### src/rtl/alu_pkg.sv
// Shared types and constants for the shared-ALU arbiter.
package alu_pkg;

  localparam int          OWNER_W = 1;
  localparam logic [4:0]  OP_HALT = 5'b00000;

  typedef logic [OWNER_W-1:0] owner_t;

  typedef enum logic [1:0] {
    IDLE = 2'd0,
    EXEC = 2'd1,
    RESP = 2'd2
  } state_t;

endpackage

### src/rtl/alu_share_arb_if.sv
// Request, ALU issue and response signals of the shared-ALU arbiter.
interface alu_share_arb_if #(parameter int DW = 16);

    logic          req0_valid, req1_valid;
    logic          req0_ready, req1_ready;
    logic [4:0]    req0_aluop, req1_aluop;
    logic [1:0]    req0_func,  req1_func;
    logic [DW-1:0] req0_a, req0_b, req1_a, req1_b;

    logic          alu_go;
    logic [4:0]    alu_aluop;
    logic [1:0]    alu_func;
    logic [DW-1:0] alu_a, alu_b;
    logic [DW-1:0] alu_result;
    logic          alu_err;

    logic          rsp0_valid, rsp1_valid;
    logic          rsp0_ready, rsp1_ready;
    logic [DW-1:0] rsp0_data,  rsp1_data;
    logic          rsp0_err,   rsp1_err;

    // The arbiter's view.
    modport slave (
        input  req0_valid, req1_valid, req0_aluop, req1_aluop, req0_func, req1_func,
               req0_a, req0_b, req1_a, req1_b,
        output req0_ready, req1_ready,
        output alu_go, alu_aluop, alu_func, alu_a, alu_b,
        input  alu_result, alu_err,
        output rsp0_valid, rsp1_valid, rsp0_data, rsp1_data, rsp0_err, rsp1_err,
        input  rsp0_ready, rsp1_ready
    );

    // The requesters' and ALU's view.
    modport master (
        output req0_valid, req1_valid, req0_aluop, req1_aluop, req0_func, req1_func,
               req0_a, req0_b, req1_a, req1_b,
        input  req0_ready, req1_ready,
        input  alu_go, alu_aluop, alu_func, alu_a, alu_b,
        output alu_result, alu_err,
        input  rsp0_valid, rsp1_valid, rsp0_data, rsp1_data, rsp0_err, rsp1_err,
        output rsp0_ready, rsp1_ready
    );

endinterface

### src/rtl/alu_share_arb_rr_arb2.sv
// Two-way round-robin grant: a lone valid wins; on contention the requester
// that did not win last time wins.
module rr_arb2
    import alu_pkg::*;
(
    input  logic [1:0] valid_i,
    input  owner_t     last_grant_i,
    output logic [1:0] gnt_o
);

    assign gnt_o[0] = valid_i[0] & (~valid_i[1] | (last_grant_i == owner_t'(1)));
    assign gnt_o[1] = valid_i[1] & (~valid_i[0] | (last_grant_i == owner_t'(0)));

endmodule

### src/rtl/alu_share_arb.sv
// Arbitrates two requesters onto one combinational ALU, one operation in
// flight, and returns each result to its owner over valid/ready.
module alu_share_arb
    import alu_pkg::*;
#(
    parameter int DW = 16
) (
    input  logic            clk,
    input  logic            rst_n,
    alu_share_arb_if.slave  bus
);

    state_t        state_q;
    owner_t        owner_q, last_grant_q;
    logic          alu_go_q;
    logic [4:0]    aluop_q;
    logic [1:0]    func_q;
    logic [DW-1:0] a_q, b_q;
    logic [1:0]    rsp_valid_q;
    logic [DW-1:0] rsp_data_q;
    logic          rsp_err_q;

    logic [1:0]    req_valid, gnt, accept, rsp_ready;
    owner_t        acc_owner;
    logic [4:0]    in_aluop;
    logic [1:0]    in_func;
    logic [DW-1:0] in_a, in_b;

    assign req_valid = {bus.req1_valid, bus.req0_valid};
    assign rsp_ready = {bus.rsp1_ready, bus.rsp0_ready};

    rr_arb2 u_arb (
        .valid_i      (req_valid),
        .last_grant_i (last_grant_q),
        .gnt_o        (gnt)
    );

    // A grant already implies valid, so ready doubles as the accept strobe.
    assign accept    = (state_q == IDLE) ? gnt : 2'b00;
    assign acc_owner = owner_t'(gnt[1]);
    assign in_aluop  = gnt[1] ? bus.req1_aluop : bus.req0_aluop;
    assign in_func   = gnt[1] ? bus.req1_func  : bus.req0_func;
    assign in_a      = gnt[1] ? bus.req1_a     : bus.req0_a;
    assign in_b      = gnt[1] ? bus.req1_b     : bus.req0_b;

    // NOTE: sequential state uses non-blocking assignments only, so every
    // register samples pre-edge values regardless of statement order.
    always_ff @(posedge clk or negedge rst_n) begin
        if (!rst_n) begin
            state_q      <= IDLE;
            owner_q      <= owner_t'(0);
            last_grant_q <= owner_t'(1);
            alu_go_q     <= 1'b0;
            aluop_q      <= '0;
            func_q       <= '0;
            a_q          <= '0;
            b_q          <= '0;
            rsp_valid_q  <= '0;
            rsp_data_q   <= '0;
            rsp_err_q    <= 1'b0;
        end else begin
            case (state_q)
                IDLE: begin
                    if (|accept) begin
                        aluop_q      <= in_aluop;
                        func_q       <= in_func;
                        a_q          <= in_a;
                        b_q          <= in_b;
                        owner_q      <= acc_owner;
                        last_grant_q <= acc_owner;
                        if (in_aluop == OP_HALT) begin
                            // Halt never reaches the ALU; answer with an error.
                            rsp_data_q  <= '0;
                            rsp_err_q   <= 1'b1;
                            rsp_valid_q <= accept;
                            state_q     <= RESP;
                        end else begin
                            alu_go_q <= 1'b1;
                            state_q  <= EXEC;
                        end
                    end
                end
                EXEC: begin
                    alu_go_q    <= 1'b0;
                    rsp_data_q  <= bus.alu_result;
                    rsp_err_q   <= bus.alu_err;
                    rsp_valid_q <= (owner_q == owner_t'(1)) ? 2'b10 : 2'b01;
                    state_q     <= RESP;
                end
                RESP: begin
                    if (rsp_ready[owner_q]) begin
                        rsp_valid_q <= '0;
                        state_q     <= IDLE;
                    end
                end
                default: state_q <= IDLE;
            endcase
        end
    end

    assign bus.req0_ready = accept[0];
    assign bus.req1_ready = accept[1];
    assign bus.alu_go     = alu_go_q;
    assign bus.alu_aluop  = aluop_q;
    assign bus.alu_func   = func_q;
    assign bus.alu_a      = a_q;
    assign bus.alu_b      = b_q;
    assign bus.rsp0_valid = rsp_valid_q[0];
    assign bus.rsp1_valid = rsp_valid_q[1];
    assign bus.rsp0_data  = rsp_data_q;
    assign bus.rsp1_data  = rsp_data_q;
    assign bus.rsp0_err   = rsp_err_q;
    assign bus.rsp1_err   = rsp_err_q;

endmodule

### src/flat_wrapper.sv
// flat-port wrapper written by rule: the top's interface ports become plain ports
module alu_share_arb_flat import alu_pkg::*;
#(
    parameter int DW = 16
)
  (clk, rst_n, bus_req0_valid, bus_req1_valid, bus_req0_aluop, bus_req1_aluop, bus_req0_func, bus_req1_func, bus_req0_a, bus_req0_b, bus_req1_a, bus_req1_b, bus_req0_ready, bus_req1_ready, bus_alu_go, bus_alu_aluop, bus_alu_func, bus_alu_a, bus_alu_b, bus_alu_result, bus_alu_err, bus_rsp0_valid, bus_rsp1_valid, bus_rsp0_data, bus_rsp1_data, bus_rsp0_err, bus_rsp1_err, bus_rsp0_ready, bus_rsp1_ready);
  alu_share_arb_if #(.DW(DW)) bus_i ();
  input  logic clk;
  input  logic rst_n;
  input wire logic [$bits(bus_i.req0_valid)-1:0] bus_req0_valid;
  input wire logic [$bits(bus_i.req1_valid)-1:0] bus_req1_valid;
  input wire logic [$bits(bus_i.req0_aluop)-1:0] bus_req0_aluop;
  input wire logic [$bits(bus_i.req1_aluop)-1:0] bus_req1_aluop;
  input wire logic [$bits(bus_i.req0_func)-1:0] bus_req0_func;
  input wire logic [$bits(bus_i.req1_func)-1:0] bus_req1_func;
  input wire logic [$bits(bus_i.req0_a)-1:0] bus_req0_a;
  input wire logic [$bits(bus_i.req0_b)-1:0] bus_req0_b;
  input wire logic [$bits(bus_i.req1_a)-1:0] bus_req1_a;
  input wire logic [$bits(bus_i.req1_b)-1:0] bus_req1_b;
  output wire logic [$bits(bus_i.req0_ready)-1:0] bus_req0_ready;
  output wire logic [$bits(bus_i.req1_ready)-1:0] bus_req1_ready;
  output wire logic [$bits(bus_i.alu_go)-1:0] bus_alu_go;
  output wire logic [$bits(bus_i.alu_aluop)-1:0] bus_alu_aluop;
  output wire logic [$bits(bus_i.alu_func)-1:0] bus_alu_func;
  output wire logic [$bits(bus_i.alu_a)-1:0] bus_alu_a;
  output wire logic [$bits(bus_i.alu_b)-1:0] bus_alu_b;
  input wire logic [$bits(bus_i.alu_result)-1:0] bus_alu_result;
  input wire logic [$bits(bus_i.alu_err)-1:0] bus_alu_err;
  output wire logic [$bits(bus_i.rsp0_valid)-1:0] bus_rsp0_valid;
  output wire logic [$bits(bus_i.rsp1_valid)-1:0] bus_rsp1_valid;
  output wire logic [$bits(bus_i.rsp0_data)-1:0] bus_rsp0_data;
  output wire logic [$bits(bus_i.rsp1_data)-1:0] bus_rsp1_data;
  output wire logic [$bits(bus_i.rsp0_err)-1:0] bus_rsp0_err;
  output wire logic [$bits(bus_i.rsp1_err)-1:0] bus_rsp1_err;
  input wire logic [$bits(bus_i.rsp0_ready)-1:0] bus_rsp0_ready;
  input wire logic [$bits(bus_i.rsp1_ready)-1:0] bus_rsp1_ready;
  assign bus_i.req0_valid = bus_req0_valid;
  assign bus_i.req1_valid = bus_req1_valid;
  assign bus_i.req0_aluop = bus_req0_aluop;
  assign bus_i.req1_aluop = bus_req1_aluop;
  assign bus_i.req0_func = bus_req0_func;
  assign bus_i.req1_func = bus_req1_func;
  assign bus_i.req0_a = bus_req0_a;
  assign bus_i.req0_b = bus_req0_b;
  assign bus_i.req1_a = bus_req1_a;
  assign bus_i.req1_b = bus_req1_b;
  assign bus_req0_ready = bus_i.req0_ready;
  assign bus_req1_ready = bus_i.req1_ready;
  assign bus_alu_go = bus_i.alu_go;
  assign bus_alu_aluop = bus_i.alu_aluop;
  assign bus_alu_func = bus_i.alu_func;
  assign bus_alu_a = bus_i.alu_a;
  assign bus_alu_b = bus_i.alu_b;
  assign bus_i.alu_result = bus_alu_result;
  assign bus_i.alu_err = bus_alu_err;
  assign bus_rsp0_valid = bus_i.rsp0_valid;
  assign bus_rsp1_valid = bus_i.rsp1_valid;
  assign bus_rsp0_data = bus_i.rsp0_data;
  assign bus_rsp1_data = bus_i.rsp1_data;
  assign bus_rsp0_err = bus_i.rsp0_err;
  assign bus_rsp1_err = bus_i.rsp1_err;
  assign bus_i.rsp0_ready = bus_rsp0_ready;
  assign bus_i.rsp1_ready = bus_rsp1_ready;
  alu_share_arb #(.DW(DW)) u_core (.clk(clk), .rst_n(rst_n), .bus(bus_i));
endmodule
### config.mk
export PLATFORM = sky130hd
export DESIGN_NAME = alu_share_arb_flat
export DESIGN_NICKNAME = d
export VERILOG_FILES = /design/src/rtl/alu_pkg.sv /design/src/rtl/alu_share_arb_if.sv /design/src/rtl/alu_share_arb_rr_arb2.sv /design/src/rtl/alu_share_arb.sv /design/src/flat_wrapper.sv
export SDC_FILE = /design/constraint.sdc
export NUM_CORES = 1
export LEC_CHECK = 0
export ABC_CLOCK_PERIOD_IN_PS = 1810
export CORE_MARGIN = 1.5
export CORE_UTILIZATION = 33
export DETAILED_ROUTE_END_ITERATION = 6
export MAX_ROUTING_LAYER = met4
export PLACE_DENSITY = 0.83
export SETUP_SLACK_MARGIN = 0.15
export SYNTH_ARGS = -nofsm -noshare
export SYNTH_HDL_FRONTEND = slang
export SYNTH_SLANG_ARGS = --single-unit
### constraint.sdc
create_clock -name clk -period 1.81 [get_ports clk]
set_input_delay 0.362 -clock clk [delete_from_list [all_inputs] [get_ports clk]]
set_output_delay 0.362 -clock clk [all_outputs]
set_load 0.02 [all_outputs]
==> impl_metrics.toml, run 1 <==
[run_status]
run_status = "finished with violations"
failing_checks = "negative setup slack"

[clocking]
clk_path_buf_depth = 2
clkTransAtPathRegs_ns = 0.07
cts-buffers-inserted = 9
cts_tree = "yes"
clockRootBuffer = "clkbuf_8"
h-tree-depth = 3
cts.sinks = 63
clock_insertion_delay_worst_skew_ns = 0.34

[global_routing]
first_global_vias = 3184
grt_max_degree = 64
grt_pass1_wl_um = 15580
overall_global_routing_resource_usage_pct = 20.15
grt_antenna_before_repair = 0
grt-ovfl-total = 0

[routing]
drt_pre_antenna_iters = 4
routed_wl_um = 9971
drc = 0
num_vias = 3100
routed_len_inst_um = 15.58
final_antenna_net_count = 0
drtIter0Drc = 41
via_per_inst = 4.844

[timing]
drv_slew = 0
max_clock_freq_ghz = 0.5349
worst_slack_ns = -0.05938
timing.final.crit_share_pct = 103.3
holdWs_ns = 0.02672
timing.max_slew.rel_slack_pct = 75.44
hold_viol = 0
worst_pin_slew_ns = 0.3684
grt_setup_unrepaired = "yes"
timing.clock.skew_ns = 0.009121
report.final.setup_viol = 15
period_minus_slack_ns = 1.869

[worst_setup_path]
critPathMaxFanout = 3
worst_setup_path_end_kind = "register"
worstSetupStartpointType = "input pin"
critPathKind = "input pin to register"
timing.critical_path.arrival_ns = 2.09
crit_required_ns = 2.03

[yosys]
async_flop_share_pct = 100.0
ys_seq_elements = 63
synth.largest_area_cell = "dfrtp_1"
post_synth_most_frequent_cells = "62 x dfrtp_1, 58 x o21ai_0, 57 x mux2i_1, 44 x nand2_1, 17 x buf_4"
synth_edf_count = 0
yosysMostFrequentCell = "dfrtp_1"
post_synth_instance_area_mm2 = 0.003204
syn-mean-instance-area_um2 = 10.27
synth.area.top_cells = "dfrtp_1 48%, mux2i_1 18%, o21ai_0 9.1%"
synth_cells = 312
top_area_cell_type_share_of_the_netlist_area_pct = 48.42
synth_nets = 417
synth_sequential_area_ratio_pct = 49.24
number_of_warnings_printed_during_yosys_synthesis = 0
ys.flop_type = "dfrtp_1"
synth_cell_types = 32

[worst_hold_path]
path_type_of_the_worst_min_delay_path = "input pin to async pin"

[placed_design]
place.gp.congestion = 0.7722
io_buffers = 178
hpwl_um = 7008

[finish]
area_delta_synth_final_pct = 76.26
drive_above_1_share_pct = 19.37
final_core_util_pct = 60.55
net_count_reported_at_finish = 611
total_inserted_antenna_cells = 0

[power]
share_comb_of_total_power_pct = 59.4
sequentialPowerShare_pct = 28.5
pwr-share-clk_pct = 12.1
p_sw_mw = 3.728
switching_share_pct = 42.80
intPower_mw = 4.982
ir_worst_vdd_uv = 671.0
p_leak_nw = 2.645
power_per_cell_area_mw_per_mm2 = 1542

[die]
fp.dieArea_mm2 = 0.01031
die_width_um = 101.5
die_span_in_y_um = 101.5
boundaryPins = 179
core_area_mm2 = 0.009328
num_rows = 35
floorplan.initialDensity_pct = 34.35

[flow_run]
cap_viol_max_count = 0
## cells by family after synthesis
family                     after synthesis  share of synthesized area [%]
AOI/OAI and AO/OA                       85                          15.54
adders and majority gates                4                          1.562
buffers and inverters                   42                          7.028
DFF                                     63                          49.24
muxes                                   60                          18.98
and+or+nand+nor                         58                          7.653
## flip-flops by register name (all words and copies together), names as in the netlist
signal,count
u_core.bus.alu_a,16
u_core.bus.alu_aluop,5
u_core.bus.alu_b,16
u_core.bus.alu_func,2
u_core.bus.alu_go,1
u_core.bus.rsp0_data,16
u_core.bus.rsp0_err,1
u_core.last_grant_q,1
u_core.owner_q,1
u_core.rsp_valid_q,2
u_core.state_q,2
## per-layer routing
layer  track usage [%]  part of all wire (%)  vias to the layer above
met1             23.05                    40                     1484
met2             34.00                    52                      126
met4             7.265                   1.4                        0
li1                  -                     -                     1477
met5                 -                     0                        -
met3             5.245                   6.5                       13
## per-stage QoR
step,worst slack (ns),TNS (ns),area [µm²],power (mW),cells
5_1_grt,-0.1047,-1.363,5648,9.299,640
2_1_floorplan,-0.05007,-0.1001,3257,5.133,312
6_report,-0.05938,-0.3719,5648,8.710,640
3_5_place_dp,-0.6103,-19.58,5240,7.438,610
4_1_cts,-0.05959,-0.2268,5508,8.477,633
3_3_place_gp,-0.5422,-16.01,5240,7.258,610
## area by class of cell
cell class                 count  area, µm²
clock inverter                 4      22.52
tap                          129      161.4
timing repair buffer         219       2133
multi-input combinational    207       1595
fill                         803       3680
clock buffer                  12      135.1
inverter                       6      22.52
sequential                    63       1578
## power groups by stage
| stage | registers, mW | clock network [mW] | logic, mW |
|---|---|---|---|
| 2_1_floorplan | 3.20 | 0 | 1.94 |
| 3_3_place_gp | 2.47 | 0 | 4.79 |
| 3_5_place_dp | 2.52 | 0 | 4.92 |
| 4_1_cts | 2.48 | 1.07 | 4.93 |
| 5_1_grt | 2.58 | 1.14 | 5.58 |
| 6_report | 2.48 | 1.05 | 5.18 |
## critical path, cell delays in order
cell             delay (ns)
clkdlybuf4s50_1        0.44
nor4_2                 0.18
buf_4                  0.15
mux2_4                 0.17
a31oi_4                0.08
or3_4                  0.39
mux2_4                 0.30
## cell usage in the layout (no fill, tap or decap), drive strengths merged, types with 2 or more instances in the layout
cell type | synthesis | final
a22oi | 16 | 16
mux2 | 3 | 3
ha | 4 | 4
nor2 | 4 | 4
nand2 | 44 | 44
o21ai | 59 | 59
clkdlybuf4s50 | 0 | 91
buf | 22 | 42
mux2i | 57 | 57
a22o | 2 | 2
clkinv | 0 | 3
a21oi | 2 | 2
nor4 | 2 | 2
inv | 6 | 6
nor2b | 2 | 2
dlygate4sd2 | 0 | 81
clkbuf | 14 | 13
dfrtp | 62 | 62
dlymetal6s2s | 0 | 3
## path summary, 6_finish.rpt
kind | start | end | slack (ns) | cells after the start
worst max-delay path | bus_req0_aluop[4] | u_core.rsp_valid_q[1] | -0.06 | 7
worst min-delay path | rst_n | u_core.owner_q | 0.03 | 2
worst max register to register | u_core.state_q[0] | u_core.rsp_valid_q[1] | -0.03 | 8
worst min register to register | u_core.bus.alu_b[13] | u_core.bus.alu_b[13] | 0.47 | 2
max in group asynchronous | rst_n | u_core.bus.rsp0_data[14] | 1.48 | 2
min in group clk | u_core.bus.alu_b[13] | u_core.bus.alu_b[13] | 0.47 | 2
## what timing repair did
action / CTS / global route
gates resized for setup: 139 / 18
endpoints found under the setup margin: 109 / 27
setup buffers: 6 / 6
hold buffers: 0 / 0
cloned: 1 / 1
pin swaps: 7 / 11
(Power assumes the default switching activity.)
==> inputs of run 2 (changes only) <==
--- a/config.mk
+++ b/config.mk
@@ -9,6 +9,7 @@
 export CORE_MARGIN = 1.5
 export CORE_UTILIZATION = 33
 export DETAILED_ROUTE_END_ITERATION = 6
+export HOLD_SLACK_MARGIN = 0.12
 export MAX_ROUTING_LAYER = met4
 export PLACE_DENSITY = 0.83
 export SETUP_SLACK_MARGIN = 0.15
==> run 2 against run 1 <==
  * The run still ends with negative setup slack left
  * Sequential share of layout area hardly changed
  * Largest power group unchanged
  * Count of clock-buffer cells in the layout stayed put
  * Fmax stayed put
  * Largest cell class unchanged
  * Critical endpoint unchanged
  * Register-to-register slack hardly changed
  * Critical path depth stayed put
  * Power hardly changed
  * Clock skew stayed put
  * Global-route usage stayed put
==> impl_metrics.toml, run 2 (synthesized netlist as in run 1, its figures left out) <==
[placed_design]
place.gp.congestion = 0.7722
place.detailed.instances = 610
io_buffers = 178
hpwl_um = 7008

[finish]
most-common-layout-cells = "91 x clkdlybuf4s50_1, 81 x dlygate4sd2_1, 62 x dfrtp_1"
final_core_util_pct = 60.66
instances_no_fill = 641
total_inserted_antenna_cells = 0
most_common_cell_after_layout_fill_and_taps_aside = "clkdlybuf4s50_1"
area_delta_synth_final_pct = 76.57
drive_above_1_share_pct = 19.34
net_count_reported_at_finish = 612

[worst_hold_path]
path_type_of_the_worst_min_delay_path = "register to register"
worst_hold_path.num_cells = 2

[timing]
timing.final.crit_share_pct = 103.3
hold_viol = 0
grt_setup_unrepaired = "yes"
drv_slew = 0
report.final.setup_viol = 15
period_minus_slack_ns = 1.869
timing.max_slew.rel_slack_pct = 75.44
worst_slack_ns = -0.05938
holdWs_ns = 0.4743
timing.clock.skew_ns = 0.009121
worst_pin_slew_ns = 0.3685
max_clock_freq_ghz = 0.5349

[global_routing]
global_routing_usage_on_met3_pct = 5.245
gr-usage-met1_pct = 23.05
grt-ovfl-total = 0
grt_pass1_wl_um = 15580
grt_use_met2_pct = 34.00
grt_antenna_before_repair = 0
first_global_vias = 3184
grt_max_degree = 64
overall_global_routing_resource_usage_pct = 20.15
grt_busiest_layer = "met2"

[worst_setup_path]
timing.critical_path.slowest_stage_cell = "clkdlybuf4s50_1"
timing.critical_path.arrival_ns = 2.09
delay_of_the_slowest_cell_on_the_worst_path_ns = 0.44
worst_setup_path_end_kind = "register"
critical-path-top-cell-by-count = "mux2_4"
worstSetupStartpointType = "input pin"
crit_required_ns = 2.03
path_buf_inv = 2
critPathKind = "input pin to register"
cpLargestDelayFamily = "buffers and inverters"
r2r.worst_path.cells = 8
critical_path_cell_list = "clkdlybuf4s50_1 -> nor4_2 -> buf_4 -> mux2_4 -> a31oi_4 -> or3_4 -> mux2_4"
critPathMaxFanout = 3
critical_path_depth = 7

[flow_run]
cap_viol_max_count = 0

[run_status]
failing_checks = "negative setup slack"
run_status = "finished with violations"

[power]
p_leak_nw = 2.649
power_per_cell_area_mw_per_mm2 = 1540
ir_worst_vdd_uv = 671.0

[die]
core_area_mm2 = 0.009328
boundaryPins = 179
num_rows = 35
die_width_um = 101.5
floorplan.initialDensity_pct = 34.35
die_span_in_y_um = 101.5
fp.dieArea_mm2 = 0.01031

[routing]
final_antenna_net_count = 0
drc = 0
routed_len_inst_um = 15.56
routed_wl_um = 9973
num_vias = 3104
drtIter0Drc = 42
drt_pre_antenna_iters = 4
via_per_inst = 4.842

[clocking]
h-tree-depth = 3
clk_path_buf_depth = 2
cts.sinks = 63
cts-buffers-inserted = 9
clockRootBuffer = "clkbuf_8"
clkTransAtPathRegs_ns = 0.07
cts_tree = "yes"
clock_insertion_delay_worst_skew_ns = 0.34
run 2: changes by cell type in the layout (fill, tap and decap cells not counted):
cell	before	now
dlygate4sd3_1	0	1
run 2: power by group:
part           switching (mW)  total [mW]  internal (mW)
sequential              0.418        2.48           2.07
combinational            2.75        5.18           2.43
clock                   0.558        1.05          0.492
run 2: worst reg2reg max path, stage by stage (launching register included):
cell     delay, ns
dfrtp_1       0.40
inv_2         0.09
ha_4          0.17
buf_12        0.11
inv_2         0.05
nor2_4        0.11
a31oi_4       0.09
or3_4         0.39
mux2_4        0.30
run 2: what timing repair did:
action / in CTS / in global routing
hold buffers: 1 / 0
pin swaps: 7 / 11
setup buffers: 6 / 6
cloned: 1 / 1
endpoints found under the setup margin: 109 / 27
hold endpoints to repair: 62 / 0
resized for setup: 139 / 18
run 2: path summary, 6_finish.rpt:
path	startpoint	end	slack, ns
worst max-delay path	bus_req0_aluop[4]	u_core.rsp_valid_q[1]	-0.06
worst min-delay path	u_core.bus.alu_b[13]	u_core.bus.alu_b[13]	0.47
worst max register to register	u_core.state_q[0]	u_core.rsp_valid_q[1]	-0.03
worst min register to register	u_core.bus.alu_b[13]	u_core.bus.alu_b[13]	0.47
max in group asynchronous	rst_n	u_core.bus.rsp0_data[14]	0.94
min in group asynchronous	rst_n	u_core.owner_q	0.56
run 2: layer usage:
layer / up-vias / share of wire (%)
met5: - / 0
met4: 0 / 1.4
met3: 13 / 6.5
met2: 126 / 52
met1: 1486 / 40
li1: 1479 / -
run 2: cell type report:
cell class                      count  area, µm²
Fill cell                         802       3670
Timing Repair Buffer              220       2143
Multi-Input combinational cell    207       1595
Sequential cell                    63       1578
Tap cell                          129      161.4
Clock buffer                       12      135.1
Clock inverter                      4      22.52
Inverter                            6      22.52
run 2: metrics by stage:
step	setup slack (ns)	power (mW)	TNS, ns	instance area (µm²)
final	-0.05938	8.712	-0.3724	5658
after CTS	-0.05959	8.478	-0.2268	5518
after global placement	-0.5422	7.258	-16.01	5240
after floorplan	-0.05007	5.133	-0.1001	3257
after detailed placement	-0.6103	7.438	-19.58	5240
after global routing	-0.1047	9.301	-1.363	5658
